===== config.mk =====
export PLATFORM = sky130hd
export DESIGN_NAME = space_wire_tx_packet_framer
export DESIGN_NICKNAME = d
export VERILOG_FILES = /design/src/rtl/space_wire_tx_packet_framer.sv
export SDC_FILE = /design/constraint.sdc
export NUM_CORES = 1
export LEC_CHECK = 0
export BUFFER_PORTS_ARGS = -buffer_cell sky130_fd_sc_hd__buf_4
export CORE_MARGIN = 2
export CORE_UTILIZATION = 56
export DETAILED_ROUTE_END_ITERATION = 8
export GPL_TIMING_DRIVEN = 0
export PLACE_DENSITY_LB_ADDON = 0.15
export SLEW_MARGIN = 5
export SYNTH_ARGS = -nofsm -noshare
export SYNTH_HDL_FRONTEND = slang
export SYNTH_SLANG_ARGS = --single-unit

===== constraint.sdc =====
create_clock -name i_clk -period 2.3 [get_ports i_clk]
set_input_delay 0.23 -clock i_clk [delete_from_list [all_inputs] [get_ports i_clk]]
set_output_delay 0.23 -clock i_clk [all_outputs]
set_load 0.05 [all_outputs]

===== src/rtl/space_wire_tx_packet_framer.sv =====
// -----------------------------------------------------------------------------
// space_wire_tx_packet_framer
//
// Transmit-side packet framer between the host TX FIFO and the SpaceWire link
// transmit port. Each character is read from the FIFO, held, and presented to
// the link until it is accepted. The framer also enforces a maximum packet
// length and discards the tail of a packet when the link drops mid-packet.
//
// When the length limit is reached it inserts an EEP and then flushes the rest
// of that packet. When the link drops mid-packet it flushes as well.
//
// Parameters:
//   C_MAX_PKT_LEN          max data bytes per packet, 0 disables the check
//
// Ports:
//   i_clk                  system clock
//   i_reset                asynchronous active-low reset
//   i_link_running         link is in Run state
//   i_fifo_empty           host TX FIFO empty
//   o_fifo_rd_en           FIFO read strobe, data valid on the following cycle
//   i_fifo_rd_data         FIFO character, bit 8 = control (0x00 EOP, 0x01 EEP)
//   o_tx_data_en           character valid toward the link
//   o_tx_data              character byte
//   o_tx_data_control_flag 1 = EOP/EEP marker
//   i_tx_ready             link accepts a character this cycle
//   o_busy                 framer not idle
//   o_flushing             framer discarding the rest of a packet
//   o_pkt_count            packets completed on the link, wraps
//   o_trunc_count          packets truncated by length or link drop, saturates
// -----------------------------------------------------------------------------
module space_wire_tx_packet_framer #(
  parameter logic [15:0] C_MAX_PKT_LEN = 16'd1024
) (
  input  logic        i_clk,
  input  logic        i_reset,
  input  logic        i_link_running,
  input  logic        i_fifo_empty,
  output logic        o_fifo_rd_en,
  input  logic [8:0]  i_fifo_rd_data,
  output logic        o_tx_data_en,
  output logic [7:0]  o_tx_data,
  output logic        o_tx_data_control_flag,
  input  logic        i_tx_ready,
  output logic        o_busy,
  output logic        o_flushing,
  output logic [15:0] o_pkt_count,
  output logic [7:0]  o_trunc_count
);

  typedef enum logic [2:0] {
    StIdle,
    StRead,
    StSend,
    StInsertEep,
    StFlush
  } state_e;

  state_e      state_q, state_d;
  logic        in_pkt_q, in_pkt_d;
  logic [15:0] byte_cnt_q, byte_cnt_d;
  logic [8:0]  hold_q, hold_d;
  logic [15:0] pkt_count_q, pkt_count_d;
  logic [7:0]  trunc_count_q, trunc_count_d;
  // A FLUSH read is in flight; its data is on i_fifo_rd_data this cycle.
  logic        flush_rd_q, flush_rd_d;

  logic        fifo_rd_en;
  logic        tx_data_en;
  logic [7:0]  tx_data;
  logic        tx_flag;
  logic [15:0] byte_cnt_inc;
  logic [7:0]  trunc_count_inc;

  // byte_cnt only reaches 0xFFFF when the limit is disabled; hold it there.
  assign byte_cnt_inc    = (byte_cnt_q == 16'hFFFF) ? byte_cnt_q : byte_cnt_q + 16'd1;
  assign trunc_count_inc = (trunc_count_q == 8'hFF) ? trunc_count_q : trunc_count_q + 8'd1;

  always_comb begin
    state_d       = state_q;
    in_pkt_d      = in_pkt_q;
    byte_cnt_d    = byte_cnt_q;
    hold_d        = hold_q;
    pkt_count_d   = pkt_count_q;
    trunc_count_d = trunc_count_q;
    flush_rd_d    = 1'b0;
    fifo_rd_en    = 1'b0;
    tx_data_en    = 1'b0;
    tx_data       = 8'h00;
    tx_flag       = 1'b0;

    unique case (state_q)
      StIdle: begin
        if (in_pkt_q && !i_link_running) begin
          state_d       = StFlush;
          trunc_count_d = trunc_count_inc;
        end else if (i_link_running && !i_fifo_empty) begin
          fifo_rd_en = 1'b1;
          state_d    = StRead;
        end
      end

      StRead: begin
        hold_d  = i_fifo_rd_data;
        state_d = StSend;
      end

      StSend: begin
        // Gating with the link status keeps a dropped character from being
        // taken by the link on the drop cycle.
        tx_data_en = i_link_running;
        tx_data    = hold_q[7:0];
        tx_flag    = hold_q[8];
        if (!i_link_running) begin
          if (hold_q[8]) begin
            in_pkt_d   = 1'b0;
            byte_cnt_d = 16'd0;
            state_d    = StIdle;
          end else begin
            trunc_count_d = trunc_count_inc;
            state_d       = StFlush;
          end
        end else if (i_tx_ready) begin
          if (hold_q[8]) begin
            in_pkt_d    = 1'b0;
            byte_cnt_d  = 16'd0;
            pkt_count_d = pkt_count_q + 16'd1;
            state_d     = StIdle;
          end else begin
            in_pkt_d   = 1'b1;
            byte_cnt_d = byte_cnt_inc;
            if ((C_MAX_PKT_LEN != 16'd0) && (byte_cnt_inc == C_MAX_PKT_LEN)) begin
              state_d = StInsertEep;
            end else begin
              state_d = StIdle;
            end
          end
        end
      end

      StInsertEep: begin
        tx_data_en = i_link_running;
        tx_data    = 8'h01;
        tx_flag    = 1'b1;
        if (!i_link_running) begin
          state_d = StFlush;
        end else if (i_tx_ready) begin
          pkt_count_d   = pkt_count_q + 16'd1;
          trunc_count_d = trunc_count_inc;
          state_d       = StFlush;
        end
      end

      StFlush: begin
        if (flush_rd_q) begin
          if (i_fifo_rd_data[8]) begin
            in_pkt_d   = 1'b0;
            byte_cnt_d = 16'd0;
            state_d    = StIdle;
          end
        end else if (!i_fifo_empty) begin
          fifo_rd_en = 1'b1;
          flush_rd_d = 1'b1;
        end
      end

      default: begin
        state_d = StIdle;
      end
    endcase
  end

  always_ff @(posedge i_clk or negedge i_reset) begin
    if (!i_reset) begin
      state_q       <= StIdle;
      in_pkt_q      <= 1'b0;
      byte_cnt_q    <= 16'd0;
      hold_q        <= 9'd0;
      pkt_count_q   <= 16'd0;
      trunc_count_q <= 8'd0;
      flush_rd_q    <= 1'b0;
    end else begin
      state_q       <= state_d;
      in_pkt_q      <= in_pkt_d;
      byte_cnt_q    <= byte_cnt_d;
      hold_q        <= hold_d;
      pkt_count_q   <= pkt_count_d;
      trunc_count_q <= trunc_count_d;
      flush_rd_q    <= flush_rd_d;
    end
  end

  // The IDLE read decision is combinational on FIFO/link inputs, so it is
  // masked while reset is held to keep the FIFO from being popped.
  assign o_fifo_rd_en           = fifo_rd_en & i_reset;
  assign o_tx_data_en           = tx_data_en;
  assign o_tx_data              = tx_data;
  assign o_tx_data_control_flag = tx_flag;
  assign o_busy                 = (state_q != StIdle);
  assign o_flushing             = (state_q == StFlush);
  assign o_pkt_count            = pkt_count_q;
  assign o_trunc_count          = trunc_count_q;

endmodule


==> impl_metrics.env, run 1 <==
export IMPL_status="complete, no violations"
export IMPL_synth_edf_count=0
export IMPL_seqPwrFrac=0.417
export IMPL_vias=2585
export IMPL_die_x_um=76.7
export IMPL_viasPerCell=5.80
export IMPL_synth_seq_cells=54
export IMPL_gp_congestion=0.898
export IMPL_die_area_mm2=0.00588
export IMPL_synthFlopType="dfrtp_1"
export IMPL_n_fill_cell=419
export IMPL_cts_tree="built"
export IMPL_grt_pass1_vias=2381
export IMPL_grt_pass1_wl_mm=11.0
export IMPL_end_kind="flop"
export IMPL_clk_pin_slew_ns=0.10
export IMPL_insertedDiodeCount=0
export IMPL_hp_class="input port to flop"
export IMPL_path_cells="buf_2 -> and3_1 -> buf_4 -> nand3_2 -> nor2_1 -> and4_1 -> xor2_1 -> nor4_4 -> or3_1"
export IMPL_die_y_um=76.7
export IMPL_path_buf_inv=2
export IMPL_cts_made_buffers=5
export IMPL_crit_fanout=10
export IMPL_async_reset_ff_frac=1.00
export IMPL_critPathArrivalTime_ns=2.38
export IMPL_clkSinkCount=54
export IMPL_multiInputGateArea_mm2=0.00156
export IMPL_ant_nets=0
export IMPL_drc=0
export IMPL_clockBufferDepth=2
export IMPL_grt_antenna_before_repair=0
export IMPL_required_ns=2.50
export IMPL_timing_worst_setup_path_type="flop to flop"
export IMPL_worstSetupStartpointType="flop"
export IMPL_timing_final_crit_share=0.948
export IMPL_tightest_slew_ns=0.683
export IMPL_rows=26
export IMPL_io_buffers=49
export IMPL_p_switching_uw=1300
export IMPL_whs_ns=0.0730
export IMPL_yosysSeqAreaShare=0.457
export IMPL_drt_pass1_iter_count=4
export IMPL_drv_cap=0
export IMPL_grt_usage=0.230
export IMPL_p_comb_frac=0.375
export IMPL_syn_area_mm2=0.00296
export IMPL_nets=392
export IMPL_ios=51
export IMPL_peakVddDrop_mv=0.752
export IMPL_wl_mm=6.59
export IMPL_p_int_uw=1970
export IMPL_drt_iter0_markers=179
export IMPL_max_freq_mhz=459
export IMPL_rsz0062_at_grt="false"
export IMPL_syn_instance_count=317
export IMPL_synth_warning_count=0
export IMPL_critical_path_max_stage_delay_ns=0.32
export IMPL_final_hold_violation_count=0
export IMPL_grt_max_degree=56
export IMPL_layout_area_overhead_vs_synth_pct=22.6
export IMPL_power_density_mw_per_mm2=901
export IMPL_synth_area_top_cells="dfrtp_1 46%, xnor2_1 5.3%, nand2_1 4.9%"
export IMPL_start_util=0.579
export IMPL_slowest_stage="dfrtp_1"
export IMPL_clockPowerShare=0.208
export IMPL_gr_total_overflow=0
export IMPL_wl_per_cell_um=14.8
export IMPL_synth_distinct_cells=47
export IMPL_dpl_hpwl_mm=4.61
export IMPL_htree_levels=2
export IMPL_period_needed_ns=2.18
export IMPL_relSlewSlack=0.545
export IMPL_clock_skew_ns=0.00833
export IMPL_drive_above_1_share=0.269
export IMPL_syn_area_per_cell_um2=9.33
export IMPL_synth_top_cell_area_share=0.457
export IMPL_finalSetupViolations=0
export IMPL_clockRootBuffer="clkbuf_8"
export IMPL_postLayoutSetupSlackWorst_ns=0.120
export IMPL_synth_top_cell_by_area="dfrtp_1"
export IMPL_syn_num_nets=334
export IMPL_core_mm2=0.00511
export IMPL_seq_area_mm2=0.00135
export IMPL_p_sw_frac=0.399
export IMPL_final_max_slew_viol_count=0
export IMPL_path_delay_family="simple AND/OR/NAND/NOR gates"
export IMPL_clkLatencyLatePin_ns=0.31
export IMPL_place_ws_ns=-0.303
export IMPL_leakage_uw=0.00169
[state kept, by name (all words and copies together) (netlist names)]
name           count
byte_cnt_q        16
flush_rd_q         1
hold_q             9
in_pkt_q           1
o_pkt_count       16
o_trunc_count      8
state_q            3
[per-stage QoR]
step / instance area (um^2) / setup TNS, ns / total power, uW / util / cells
3_5_place_dp: 3410 / -0.581 / 2580 / 0.668 / 436
4_1_cts: 3580 / 0 / 3280 / 0.702 / 445
2_1_floorplan: 2960 / 0 / 2210 / - / 317
6_report: 3630 / 0 / 3270 / 0.710 / 446
3_3_place_gp: 3410 / -0.587 / 2540 / 0.668 / 436
5_1_grt: 3630 / 0 / 3450 / 0.710 / 446
[layout make-up]
cell class                 instances  area share
clock inverter                     2      0.0107
clock buffer                       6      0.0228
buffer                            18      0.0255
timing repair buffer              52       0.108
tap                               70      0.0241
sequential                        54       0.373
multi-input combinational        239       0.430
inverter                           5     0.00517
[power groups by stage]
stage	registers [uW]	logic (uW)	clock network [uW]
after floorplan	1510	697	0
after global placement	1360	1180	0
after detailed placement	1370	1210	0
after CTS	1360	1220	698
after global routing	1400	1320	729
final	1360	1220	680
[path summary, 6_finish.rpt]
check                              startpoint            end  slack (ns)  cells past startpoint
worst max-delay path            byte_cnt_q[4]     state_q[1]        0.12                      9
worst min-delay path             i_fifo_empty     flush_rd_q        0.07                      2
worst min register to register     flush_rd_q     flush_rd_q        0.47                      1
max in group asynchronous             i_reset  byte_cnt_q[1]        1.32                      2
min in group asynchronous             i_reset  byte_cnt_q[5]        0.51                      2
worst max register to register  byte_cnt_q[4]     state_q[1]        0.12                      9
[worst register-to-register path, delay by kind of cell, from the launching register on]
family                    cells  cell delay, ns
and+or+nand+nor               6            1.16
xor gates and xnor gates      1            0.26
buffers and inverters         2            0.33
DFF                           1            0.32
[routing by layer]
| layer | global-route usage | vias up | wire [um] |
|---|---|---|---|
| met3 | 0.0388 | 12 | 392 |
| met1 | 0.304 | 1247 | 2860 |
| met4 | 0.0800 | 0 | 98 |
| li1 | - | 1238 | - |
| met5 | 0 | - | 0 |
| met2 | 0.385 | 88 | 3240 |
[cell usage after synthesis, types with 2 or more instances]
cell type	count
nor2b_1	3
nor2_1	27
and3_1	9
buf_2	11
and4_1	6
o21ai_0	22
a21o_1	3
ha_1	3
a22o_1	2
clkbuf_1	5
inv_1	5
nand2_1	39
dfrtp_1	54
nor3b_1	2
and2_1	9
nor3_1	5
a21oi_1	11
o31ai_1	3
nand4_1	15
xor2_1	10
or3_1	3
xnor2_1	18
mux2_2	11
nor4_1	2
nand3_1	13
nand3b_1	2
buf_4	3
o32ai_1	2
[cells in the final DEF (no fill, tap or decap), drive strengths merged, types with 3 or more instances in the layout]
master,synthesis,final
a21o,3,3
a21oi,11,11
and2,9,9
and3,9,9
and4,6,6
buf,14,65
clkbuf,5,10
dfrtp,54,54
ha,3,3
inv,5,6
mux2,11,11
nand2,39,39
nand3,14,14
nand4,15,15
nor2,27,27
nor2b,4,4
nor3,5,5
o21ai,22,22
o31ai,3,3
or3,3,3
xnor2,18,18
xor2,10,10
[cell families (layout without fill, tap and decap cells)]
| logic type | Yosys count | in the layout | synth area share |
|---|---|---|---|
| buffers and inverters | 24 | 83 | 0.0389 |
| muxes | 12 | 12 | 0.0453 |
| and+or+nand+nor | 140 | 140 | 0.244 |
| adders and majority gates | 3 | 3 | 0.0127 |
| DFF | 54 | 54 | 0.457 |
| xor gates and xnor gates | 28 | 28 | 0.0829 |
| AOI/OAI and AO/OA | 56 | 56 | 0.119 |
[timing repair]
item | CTS | global route
gates resized for setup | 7 | 8
endpoints found under the setup margin | 2 | 15
pin swaps | 0 | 3
hold buffers | 1 | 0
buffers inserted | 0 | 2
hold endpoints to repair | 54 | 0
(Power assumes the default switching activity.)
==> run 2, diff against run 1 <==
--- a/config.mk
+++ b/config.mk
@@ -11,6 +11,7 @@
 export DETAILED_ROUTE_END_ITERATION = 8
 export GPL_TIMING_DRIVEN = 0
 export PLACE_DENSITY_LB_ADDON = 0.15
+export REMOVE_ABC_BUFFERS = 1
 export SLEW_MARGIN = 5
 export SYNTH_ARGS = -nofsm -noshare
 export SYNTH_HDL_FRONTEND = slang
==> run 2 against run 1 <==
Effect of this change: cell area fell by 3.8%; maximum frequency fell by 0.62%; sequential cell count did not move; register-to-register slack barely moved; first-iteration DRC count fell by 6.1%; critical endpoint is now state_q[0]; largest cell class unchanged; largest power group unchanged.
==> impl_metrics.env, run 2 (synthesis results as in run 1) <==
export IMPL_power_density_mw_per_mm2=902
export IMPL_fin_util=0.683
export IMPL_clockBufferDepth=2
export IMPL_grt_pass1_vias=2416
export IMPL_max_freq_mhz=456
export IMPL_vias=2504
export IMPL_relSlewSlack=0.343
export IMPL_timing_worst_setup_path_type="flop to flop"
export IMPL_htree_levels=2
export IMPL_leakage_uw=0.00159
export IMPL_multiInputGateArea_mm2=0.00154
export IMPL_wl_per_cell_um=14.6
export IMPL_nets=374
export IMPL_clk_pin_slew_ns=0.10
export IMPL_peakVddDrop_mv=0.641
export IMPL_grt_max_degree=56
export IMPL_drv_cap=0
export IMPL_final_common_cell="dfrtp_1"
export IMPL_path_cells="ha_2 -> or4b_2 -> nor3_1 -> nand4_1 -> nor4_2 -> o21bai_1"
export IMPL_fin_area_mm2=0.00349
export IMPL_drt_iter0_markers=168
export IMPL_gr_total_overflow=0
export IMPL_insertedDiodeCount=0
export IMPL_mostFrequentLayoutCells="52 x dfrtp_1, 51 x buf_4, 39 x nand2_1, 25 x nor2_1, 22 x o21ai_0"
export IMPL_clockPowerShare=0.184
export IMPL_placed_area_mm2=0.00335
export IMPL_clkSinkCount=54
export IMPL_wl_mm=6.26
export IMPL_clockRootBuffer="clkbuf_8"
export IMPL_p_int_uw=1830
export IMPL_tightest_slew_ns=0.980
export IMPL_required_ns=2.55
export IMPL_rsz0062_at_grt="false"
export IMPL_die_area_mm2=0.00588
export IMPL_gp_congestion=0.888
export IMPL_period_needed_ns=2.19
export IMPL_clock_skew_ns=0.0122
export IMPL_hp_class="input port to flop"
export IMPL_critical_path_max_stage_delay_ns=0.60
export IMPL_path_buf_inv=0
export IMPL_layout_area_overhead_vs_synth_pct=18.0
export IMPL_start_util=0.579
export IMPL_cts_setup_buffers=0
export IMPL_seqPwrFrac=0.435
export IMPL_rows=26
export IMPL_grt_usage=0.221
export IMPL_drive_above_1_share=0.249
export IMPL_status="complete, no violations"
export IMPL_ios=51
export IMPL_p_sw_frac=0.418
export IMPL_die_x_um=76.7
export IMPL_slowest_stage="or4b_2"
export IMPL_grt_antenna_before_repair=0
export IMPL_cts_made_buffers=5
export IMPL_p_comb_frac=0.381
export IMPL_ant_nets=0
export IMPL_seq_area_mm2=0.00135
export IMPL_cts_tree="built"
export IMPL_clkLatencyLatePin_ns=0.33
export IMPL_grt_pass1_wl_mm=10.8
export IMPL_finalSetupViolations=0
export IMPL_crit_fanout=8
export IMPL_viasPerCell=5.85
export IMPL_final_hold_violation_count=0
export IMPL_timing_final_crit_share=0.954
export IMPL_p_switching_uw=1320
export IMPL_critPathArrivalTime_ns=2.44
export IMPL_path_delay_family="simple AND/OR/NAND/NOR gates"
export IMPL_io_buffers=50
export IMPL_drc=0
export IMPL_drt_pass1_iter_count=5
export IMPL_n_fill_cell=431
export IMPL_worstSetupStartpointType="flop"
export IMPL_final_max_slew_viol_count=0
export IMPL_core_mm2=0.00511
export IMPL_die_y_um=76.7
export IMPL_end_kind="flop"
export IMPL_dpl_hpwl_mm=4.33
[run 2: power groups by stage]
stage | logic, uW | registers [uW] | clock network, uW
after floorplan | 676 | 1520 | 0
after global placement | 1170 | 1360 | 0
after detailed placement | 1200 | 1380 | 0
after CTS | 1210 | 1360 | 584
after global routing | 1300 | 1400 | 626
final | 1200 | 1370 | 578
[run 2: routing by layer]
metal / wire length, um / up-vias / global-route usage / share of wire
li1: - / 1203 / - / -
met1: 2780 / 1224 / 0.293 / 0.44
met2: 3120 / 73 / 0.377 / 0.50
met3: 303 / 4 / 0.0412 / 0.048
met4: 54 / 0 / 0.0491 / 0.0086
met5: 0 / - / 0 / 0
[run 2: layout make-up]
class / instances / area share
Inverter: 5 / 0.00538
Clock inverter: 3 / 0.00825
Timing Repair Buffer: 52 / 0.113
Sequential cell: 54 / 0.388
Tap cell: 70 / 0.0251
Clock buffer: 5 / 0.0197
Multi-Input combinational cell: 239 / 0.441
[run 2: timing repair]
item / 4_1_cts / 5_1_grt
hold buffers: 1 / 0
endpoints found under the hold margin: 54 / 0
gates resized for setup: 2 / 9
setup endpoints to repair: 2 / 3
[run 2: through the flow]
| stage | TNS, ns | hold slack, ns | setup WS, ns | cells | total power [uW] |
|---|---|---|---|---|---|
| finish | 0 | 0.0601 | 0.107 | 428 | 3150 |
| global route | 0 | 0.0613 | 0.00644 | 428 | 3330 |
| CTS | 0 | 0.0548 | 0.0147 | 428 | 3150 |
| detailed placement | -0.210 | 0.316 | -0.109 | 419 | 2580 |
| global placement | -5.17 | 0.320 | -0.396 | 418 | 2530 |
| floorplan | 0 | -0.0656 | 0.236 | 298 | 2190 |
[run 2: path summary, 6_finish.rpt]
| check | startpoint | end | slack (ns) | cells past startpoint |
|---|---|---|---|---|
| setup / recovery | byte_cnt_q[0] | state_q[0] | 0.11 | 6 |
| hold / removal | i_fifo_empty | flush_rd_q | 0.06 | 2 |
| setup reg to reg | byte_cnt_q[0] | state_q[0] | 0.11 | 6 |
| hold reg to reg | flush_rd_q | flush_rd_q | 0.47 | 1 |
| max in group asynchronous | i_reset | byte_cnt_q[0] | 1.35 | 2 |
| min in group asynchronous | i_reset | byte_cnt_q[13] | 0.47 | 2 |
[run 2: worst register-to-register path: cells and delay by family (launching register included)]
family	cells	cell delay, ns
and+or+nand+nor	4	1.21
DFF	1	0.47
adders and majority gates	1	0.30
AOI/OAI and AO/OA	1	0.15
